==> config.mk <==
export PLATFORM = sky130hd
export DESIGN_NAME = aes_control_multi
export DESIGN_NICKNAME = d
export VERILOG_FILES = /design/src/rtl/aes_control_multi.sv
export SDC_FILE = /design/constraint.sdc
export NUM_CORES = 1
export LEC_CHECK = 0
export ABC_AREA = 1
export CAP_MARGIN = 25
export CORE_AREA = 2 2 47 71
export CTS_BUF_LIST = sky130_fd_sc_hd__clkbuf_4 sky130_fd_sc_hd__clkbuf_8
export DETAILED_ROUTE_END_ITERATION = 7
export DIE_AREA = 0 0 49 73
export GPL_TIMING_DRIVEN = 1
export PLACE_DENSITY = 0.82
export SYNTH_ARGS = -nofsm -noshare
export SYNTH_HDL_FRONTEND = slang
export SYNTH_SLANG_ARGS = --single-unit
export TNS_END_PERCENT = 10
==> constraint.sdc <==
create_clock -name clk -period 2.24 [get_ports clk]
set_clock_uncertainty 0.1 [all_clocks]
set_input_delay 0.56 -clock clk [delete_from_list [all_inputs] [get_ports clk]]
set_output_delay 0.56 -clock clk [all_outputs]
set_load 0.01 [all_outputs]
==> src/rtl/aes_control_multi.sv <==
// Round sequencer for an iterative AES datapath.
// Handles 10/12/14-round blocks, encrypt/decrypt key ordering, CPR clocks per
// round, a ready handshake with back-to-back acceptance, and sticky
// collision / configuration-error interrupts with a saturating drop counter.
module aes_control_multi #(
  parameter int CPR     = 3,
  parameter int PHASE_W = 3,
  parameter int CNT_W   = 8
) (
  input  logic               clk,
  input  logic               kill,
  input  logic               in_en,
  input  logic [1:0]         key_len,
  input  logic               decrypt,
  input  logic               irq_clr,
  output logic               in_ready,
  output logic               start,
  output logic               key_ready,
  output logic [3:0]         key_idx,
  output logic [3:0]         round_idx,
  output logic [PHASE_W-1:0] phase,
  output logic               en_mixcol,
  output logic               out_en,
  output logic               busy,
  output logic               collision_irq,
  output logic               cfg_err_irq,
  output logic [CNT_W-1:0]   drop_cnt
);

  typedef enum logic [1:0] {S_IDLE, S_LOAD, S_ROUND, S_DONE} state_t;

  localparam logic [PHASE_W-1:0] PHASE_LAST = PHASE_W'(CPR - 1);
  localparam logic [CNT_W-1:0]   DROP_MAX   = '1;

  state_t             state_reg, state_next;
  logic [3:0]         nr_reg, nr_next;
  logic               dec_reg, dec_next;
  logic [3:0]         round_reg, round_next;
  logic [PHASE_W-1:0] phase_reg, phase_next;
  logic               coll_irq_reg, coll_irq_next;
  logic               cfg_irq_reg, cfg_irq_next;
  logic [CNT_W-1:0]   drop_reg, drop_next;

  logic               accept;
  logic               coll_set;
  logic               cfg_set;
  logic [3:0]         nr_sel;

  // Request classification: a request is either accepted, rejected for a
  // reserved key length, or rejected because a block is in flight.
  always_comb begin
    in_ready = (state_reg == S_IDLE) || (state_reg == S_DONE);
    accept   = in_en && in_ready && (key_len != 2'b11);
    cfg_set  = in_en && in_ready && (key_len == 2'b11);
    coll_set = in_en && !in_ready;
    case (key_len)
      2'b01:   nr_sel = 4'd12;
      2'b10:   nr_sel = 4'd14;
      default: nr_sel = 4'd10;
    endcase
  end

  // State, round/phase counters, interrupts and drop counter; kill wins.
  always_ff @(posedge clk) begin
    if (kill) begin
      state_reg    <= S_IDLE;
      nr_reg       <= 4'd10;
      dec_reg      <= 1'b0;
      round_reg    <= '0;
      phase_reg    <= '0;
      coll_irq_reg <= 1'b0;
      cfg_irq_reg  <= 1'b0;
      drop_reg     <= '0;
    end else begin
      state_reg    <= state_next;
      nr_reg       <= nr_next;
      dec_reg      <= dec_next;
      round_reg    <= round_next;
      phase_reg    <= phase_next;
      coll_irq_reg <= coll_irq_next;
      cfg_irq_reg  <= cfg_irq_next;
      drop_reg     <= drop_next;
    end
  end

  // Next-state logic: the phase counter wraps at CPR-1, then the round advances
  // until the final round's last phase hands over to DONE.
  always_comb begin
    state_next = state_reg;
    nr_next    = nr_reg;
    dec_next   = dec_reg;
    round_next = round_reg;
    phase_next = phase_reg;
    case (state_reg)
      S_IDLE, S_DONE: begin
        round_next = '0;
        phase_next = '0;
        if (accept) begin
          nr_next    = nr_sel;
          dec_next   = decrypt;
          state_next = S_LOAD;
        end else begin
          state_next = S_IDLE;
        end
      end
      S_LOAD: begin
        state_next = S_ROUND;
        round_next = 4'd1;
        phase_next = '0;
      end
      S_ROUND: begin
        if (phase_reg == PHASE_LAST) begin
          phase_next = '0;
          if (round_reg == nr_reg) begin
            state_next = S_DONE;
          end else begin
            round_next = round_reg + 4'd1;
          end
        end else begin
          phase_next = phase_reg + PHASE_W'(1);
        end
      end
      default: state_next = S_IDLE;
    endcase
  end

  // Sticky interrupts: a set event beats a coincident clear, and the drop
  // counter then restarts at 1 rather than 0.
  always_comb begin
    coll_irq_next = coll_set || (coll_irq_reg && !irq_clr);
    cfg_irq_next  = cfg_set  || (cfg_irq_reg  && !irq_clr);
    drop_next     = drop_reg;
    if (coll_set || cfg_set) begin
      if (irq_clr) begin
        drop_next = CNT_W'(1);
      end else if (drop_reg != DROP_MAX) begin
        drop_next = drop_reg + CNT_W'(1);
      end
    end else if (irq_clr) begin
      drop_next = '0;
    end
  end

  // Output decode from registered state only.
  always_comb begin
    start     = 1'b0;
    key_ready = 1'b0;
    key_idx   = '0;
    round_idx = '0;
    phase     = '0;
    en_mixcol = 1'b0;
    out_en    = 1'b0;
    busy      = 1'b0;
    case (state_reg)
      S_LOAD: begin
        start     = 1'b1;
        key_ready = 1'b1;
        busy      = 1'b1;
        key_idx   = dec_reg ? nr_reg : 4'd0;
      end
      S_ROUND: begin
        busy      = 1'b1;
        round_idx = round_reg;
        phase     = phase_reg;
        en_mixcol = (round_reg == nr_reg);
        if (phase_reg == '0) begin
          key_ready = 1'b1;
          key_idx   = dec_reg ? (nr_reg - round_reg) : round_reg;
        end
      end
      S_DONE:  out_en = 1'b1;
      default: ;
    endcase
  end

  assign collision_irq = coll_irq_reg;
  assign cfg_err_irq   = cfg_irq_reg;
  assign drop_cnt      = drop_reg;

endmodule

-- After elaboration in Yosys (flattened, before gate mapping)
Index checks and enable logic that the tools add are counted.
- add/sub/neg operators: 4
- multipliers: 0
- div/mod/pow operators: 0
- magnitude comparators: 0
- equal/unequal tests: 13
- shift operators: 0
- multiplexer cells: 26
- bitwise gates (word level): 0
- reductions and logical operators: 23
- operators by type and width (kind ; number):
    $mux 8 ; 4
    $mux 4 ; 6
    $pmux 3 s2 ; 2
    $pmux 4 s3 ; 1
    $add 8x1->8 const B ; 1
    $eq 2x2->1 const B ; 4
    $ne 2x2->1 const B ; 4
    $ne 8x8->1 const B ; 1
    $pmux 4 s2 ; 1
    $reduce_and 2->1 ; 4
    $logic_and 1x1->1 ; 6
    $mux 1 ; 6
    $mux 3 ; 2
    $pmux 2 s3 ; 1
    $add 4x1->4 const B ; 1
    $eq 2x1->1 const B ; 2
    $eq 4x4->1 ; 1
    $logic_or 1x1->1 ; 4
    $mux 2 ; 2
    $reduce_bool 2->1 ; 2
    $reduce_or 2->1 ; 2
    $sub 4x4->4 ; 1
    $add 3x1->3 const B ; 1
    $eq 3x2->1 const B ; 1
    5 further kinds ; 6
- flip-flop bits (word level): 24
- bits in latches: 0
- memory bits (writable): 0
- memory bits (read-only): 0
- input port bits: 7
- word-level logic and storage cells: 74
- memories: 0

-- Depth between registers and ports, before layout
- depth in word-level cells: 7
- mapped depth: 11

-- Least setup slack after synthesis
No wires, ideal clock.
- path type: register to output
- start point: register round_reg[2]
- end point: output port key_idx[3]
- data arrival time: 1328 ps
- setup slack: 252 ps
- cell stages (with the launch flop): 8
- buffers on the path: 0
- cells stage by stage: dfxtp_1 inv_1 ha_1 a21oi_1 nand2_1 nand3_1 nand2_1 o21ai_0
- cells in the longest elaborated chain, start to end: 4
- ends and longest elaborated chain (element ; line ; RTL):
    start: declaration ; 38 ; logic [3:0] round_reg, round_next;
    start signal: assignment ; 78 ; round_reg <= round_next;
    $sub 4x4->4 ; 168 ; key_idx = dec_reg ? (nr_reg - round_reg) : round_reg;
    $mux 4 ; 168 ;
    $mux 4 ; 166 ; if (phase_reg == '0) begin
    $pmux 4 s2 ; 154 ; case (state_reg)
    end: declaration ; 19 ; output logic [3:0] key_idx,
Every way passes these cells.

-- Worst setup path in the final report
- start point: register nr_reg[1]
- end point: output port key_idx[2]
- cells in the longest elaborated chain, start to end: 4
- ends and longest elaborated chain (element ; line ; RTL):
    start: declaration ; 36 ; logic [3:0] nr_reg, nr_next;
    start signal: assignment ; 76 ; nr_reg <= nr_next;
    $sub 4x4->4 ; 168 ;
    $mux 4 ; 168 ;
    $mux 4 ; 166 ;
    $pmux 4 s2 ; 154 ;
Every way passes these cells.

==> results.json <==
{
  "status": "complete, but fails checks",
  "violations": "setup timing",
  "syn2layout_area_growth_pct": 43.6,
  "synth_cells": 209,
  "yosysWarningCount": 0,
  "worstSkewPairLatency_ns": 0.26,
  "pin_count": 34,
  "grt_pass1_vias": 1488,
  "ys.flop_type": "dfxtp_1",
  "power_frac_seq_pct": 29.5,
  "post_cts_buffers": 0,
  "p_leak_nw": 0.994,
  "cts_buffers": 3,
  "crit_fanout": 2,
  "worst_pin_slew_ns": 0.274,
  "crit_buf_inv": 2,
  "die_h_um": 73,
  "p_sw_share_pct": 39.3,
  "fin_ws_ns": -0.0739,
  "fin_hold_ws_ns": 0.364,
  "place_inst": 307,
  "drive_gt1_share_pct": 26.7,
  "first_pass_iters": 4,
  "grt_pass1_wl_mm": 6.22,
  "die_w_um": 49,
  "via_per_inst": 5.13,
  "p_clk_share_pct": 14.5,
  "dieArea_mm2": 0.00358,
  "cts_hold_buf": 0,
  "multiInputGateArea_um2": 935,
  "wire_per_inst_um": 12.7,
  "worstSetupPathType": "register to output port",
  "start_util_pct": 48.7,
  "synth_cell_types": 28,
  "largest_reg_flops": 8,
  "clock_tree.buffer_depth": 2,
  "fin_cells": 310,
  "rrSetupSlack_ns": 0.52,
  "ys_seq_area_share_pct": 29.8,
  "fmax_mhz": 432,
  "clock_sinks": 22,
  "netlist_top_cells_area": "dfxtp_1 30%, ha_1 11%, inv_1 9.4%",
  "vias": 1591,
  "period_minus_slack_ns": 2.31,
  "worst_setup_path_start_kind": "register",
  "grt-ovfl-total": 0,
  "rows": 25,
  "synthArstFlopShare_pct": 0,
  "drt_drc_violations_left": 0,
  "clkSlewWorstSetupHoldPaths_ns": 0.08,
  "synth-edff-count": 0,
  "p_comb_share_pct": 56.0,
  "portBuffers": 33,
  "cp_top_family": "adder cells",
  "period_share_pct": 103,
  "setup_viol": 2,
  "synth.most_common_cell": "inv_1",
  "synth_fp_nets": 230,
  "grt_max_degree": 14,
  "finalHoldViolCount": 0,
  "path_cells": "inv_2 > fa_2 > xnor2_2 > o21ai_1 > a21oi_1 > buf_2",
  "tns_ns": -0.0836,
  "relSlewSlack_pct": 81.7,
  "cts_tree": "done",
  "worst_path_max_delay_cell": "fa_2",
  "ir_worst_vdd_mv": 0.603,
  "antenna_found_initial": 0,
  "core_area_mm2": 0.00303,
  "endpoint_kind": "output port",
  "regArea_um2": 450,
  "track_usage_pct": 22.5,
  "finalMaxSlewViolations": 0,
  "drt_iter0_drc": 41,
  "max_cap_viol_count": 0,
  "cts-root-buf": "clkbuf_8",
  "avgSynthCellArea_um2": 7.06,
  "gp_congestion": 0.915,
  "htreeDepth": 1,
  "ant_nets": 0,
  "dp_hpwl_mm": 3.09,
  "synth.largest_area_cell": "dfxtp_1",
  "fillers": 279,
  "final_area_mm2": 0.00212,
  "synth_common_cells": "37 x inv_1, 36 x nand2_1, 22 x dfxtp_1",
  "netlist_area_mm2": 0.00148,
  "post_dp_cell_area_mm2": 0.00204,
  "hold_path.class": "register to register",
  "power_w": 0.00170,
  "synth_top_area_share_pct": 29.8,
  "power.density_mw_per_mm2": 801,
  "nets": 293,
  "critPathRequiredTime_ns": 1.58,
  "ys_ff_latch": 22,
  "wirelength_mm": 3.94,
  "diodes": 0,
  "slowest_delay_ns": 0.40,
  "p_switching_w": 0.000667,
  "p_int_w": 0.00103,
  "crit_arrival_ns": 1.65,
  "rsz0062_at_grt": "yes"
}
## power groups by stage
stage	combinational (W)	clock, W	sequential, W
CTS	0.000942	0.000249	0.000497
global route	0.00104	0.000266	0.000506
finish	0.000950	0.000247	0.000501
global placement	0.000870	0	0.000492
floorplan	0.000457	0	0.000508
detailed placement	0.000894	0	0.000495
## layer usage
metal,track usage (%),share of wire [%],vias to the layer above
met4,10.2,2.1,0
met2,45.1,57,55
li1,-,-,793
met1,22.9,37,733
met3,2.46,4.6,10
met5,0,0,-
## path summary, 6_finish.rpt
kind	startpoint	endpoint	cells past startpoint
setup / recovery	nr_reg[1]$_SDFFE_PP1P_	key_idx[2]	6
hold / removal	cfg_err_irq$_SDFF_PP0_	cfg_err_irq$_SDFF_PP0_	2
setup reg to reg	nr_reg[1]$_SDFFE_PP1P_	round_reg[2]$_SDFFE_PP0P_	8
hold reg to reg	cfg_err_irq$_SDFF_PP0_	cfg_err_irq$_SDFF_PP0_	2
## stage by stage
stage | setup slack, ns | util [%]
5_1_grt | -0.0884 | 69.9
6_report | -0.0739 | 69.9
4_1_cts | -0.169 | 69.7
2_1_floorplan | 0.252 | -
3_5_place_dp | -0.230 | 67.3
3_3_place_gp | -0.177 | 67.3
## layout make-up
| cell class | instances | share of cell area [%] |
|---|---|---|
| multi-input combinational | 147 | 44.1 |
| timing repair buffer | 60 | 23.5 |
| sequential | 22 | 21.3 |
| inverter | 38 | 6.85 |
| tap | 40 | 2.36 |
| clock buffer | 3 | 1.95 |
## tightest hold or removal path, delay by kind of cell, from the launching register on
family / cells / cell delay, ns
DFF: 1 / 0.33
AOI/OAI and AO/OA: 1 / 0.06
and+or+nand+nor: 1 / 0.05
## placed cells by master, fill, tap and decap left out, types with 2 or more instances in the layout
| cell | instances |
|---|---|
| a21oi_1 | 15 |
| clkbuf_8 | 3 |
| inv_1 | 34 |
| nand3_2 | 2 |
| nand2_2 | 7 |
| buf_4 | 27 |
| a21oi_2 | 2 |
| dfxtp_1 | 16 |
| nor2_4 | 2 |
| o21ai_1 | 7 |
| clkdlybuf4s50_1 | 18 |
| dfxtp_2 | 5 |
| nor2_1 | 21 |
| ha_4 | 4 |
| inv_2 | 3 |
| nand2_1 | 36 |
| nand3_1 | 18 |
| o21ai_0 | 8 |
| nand2_4 | 3 |
| buf_2 | 4 |
| ha_1 | 8 |
| dlygate4sd2_1 | 9 |
| nand4_1 | 2 |
## timing repair
item                                    CTS  global route
endpoints found under the setup margin   16             5
pin swaps                                 1             2
gates resized for setup                  38            12
## kinds of logic (layout without fill, tap and decap cells)
kind of cell,Yosys count,in the layout,synth area share (%)
xor gates and xnor gates,2,2,1.19
and+or+nand+nor,96,96,32.7
AOI/OAI and AO/OA,35,35,12.8
adders and majority gates,14,14,12.4
buffers and inverters,40,101,11.1
DFF,22,22,29.8
(Power assumes the default switching activity.)
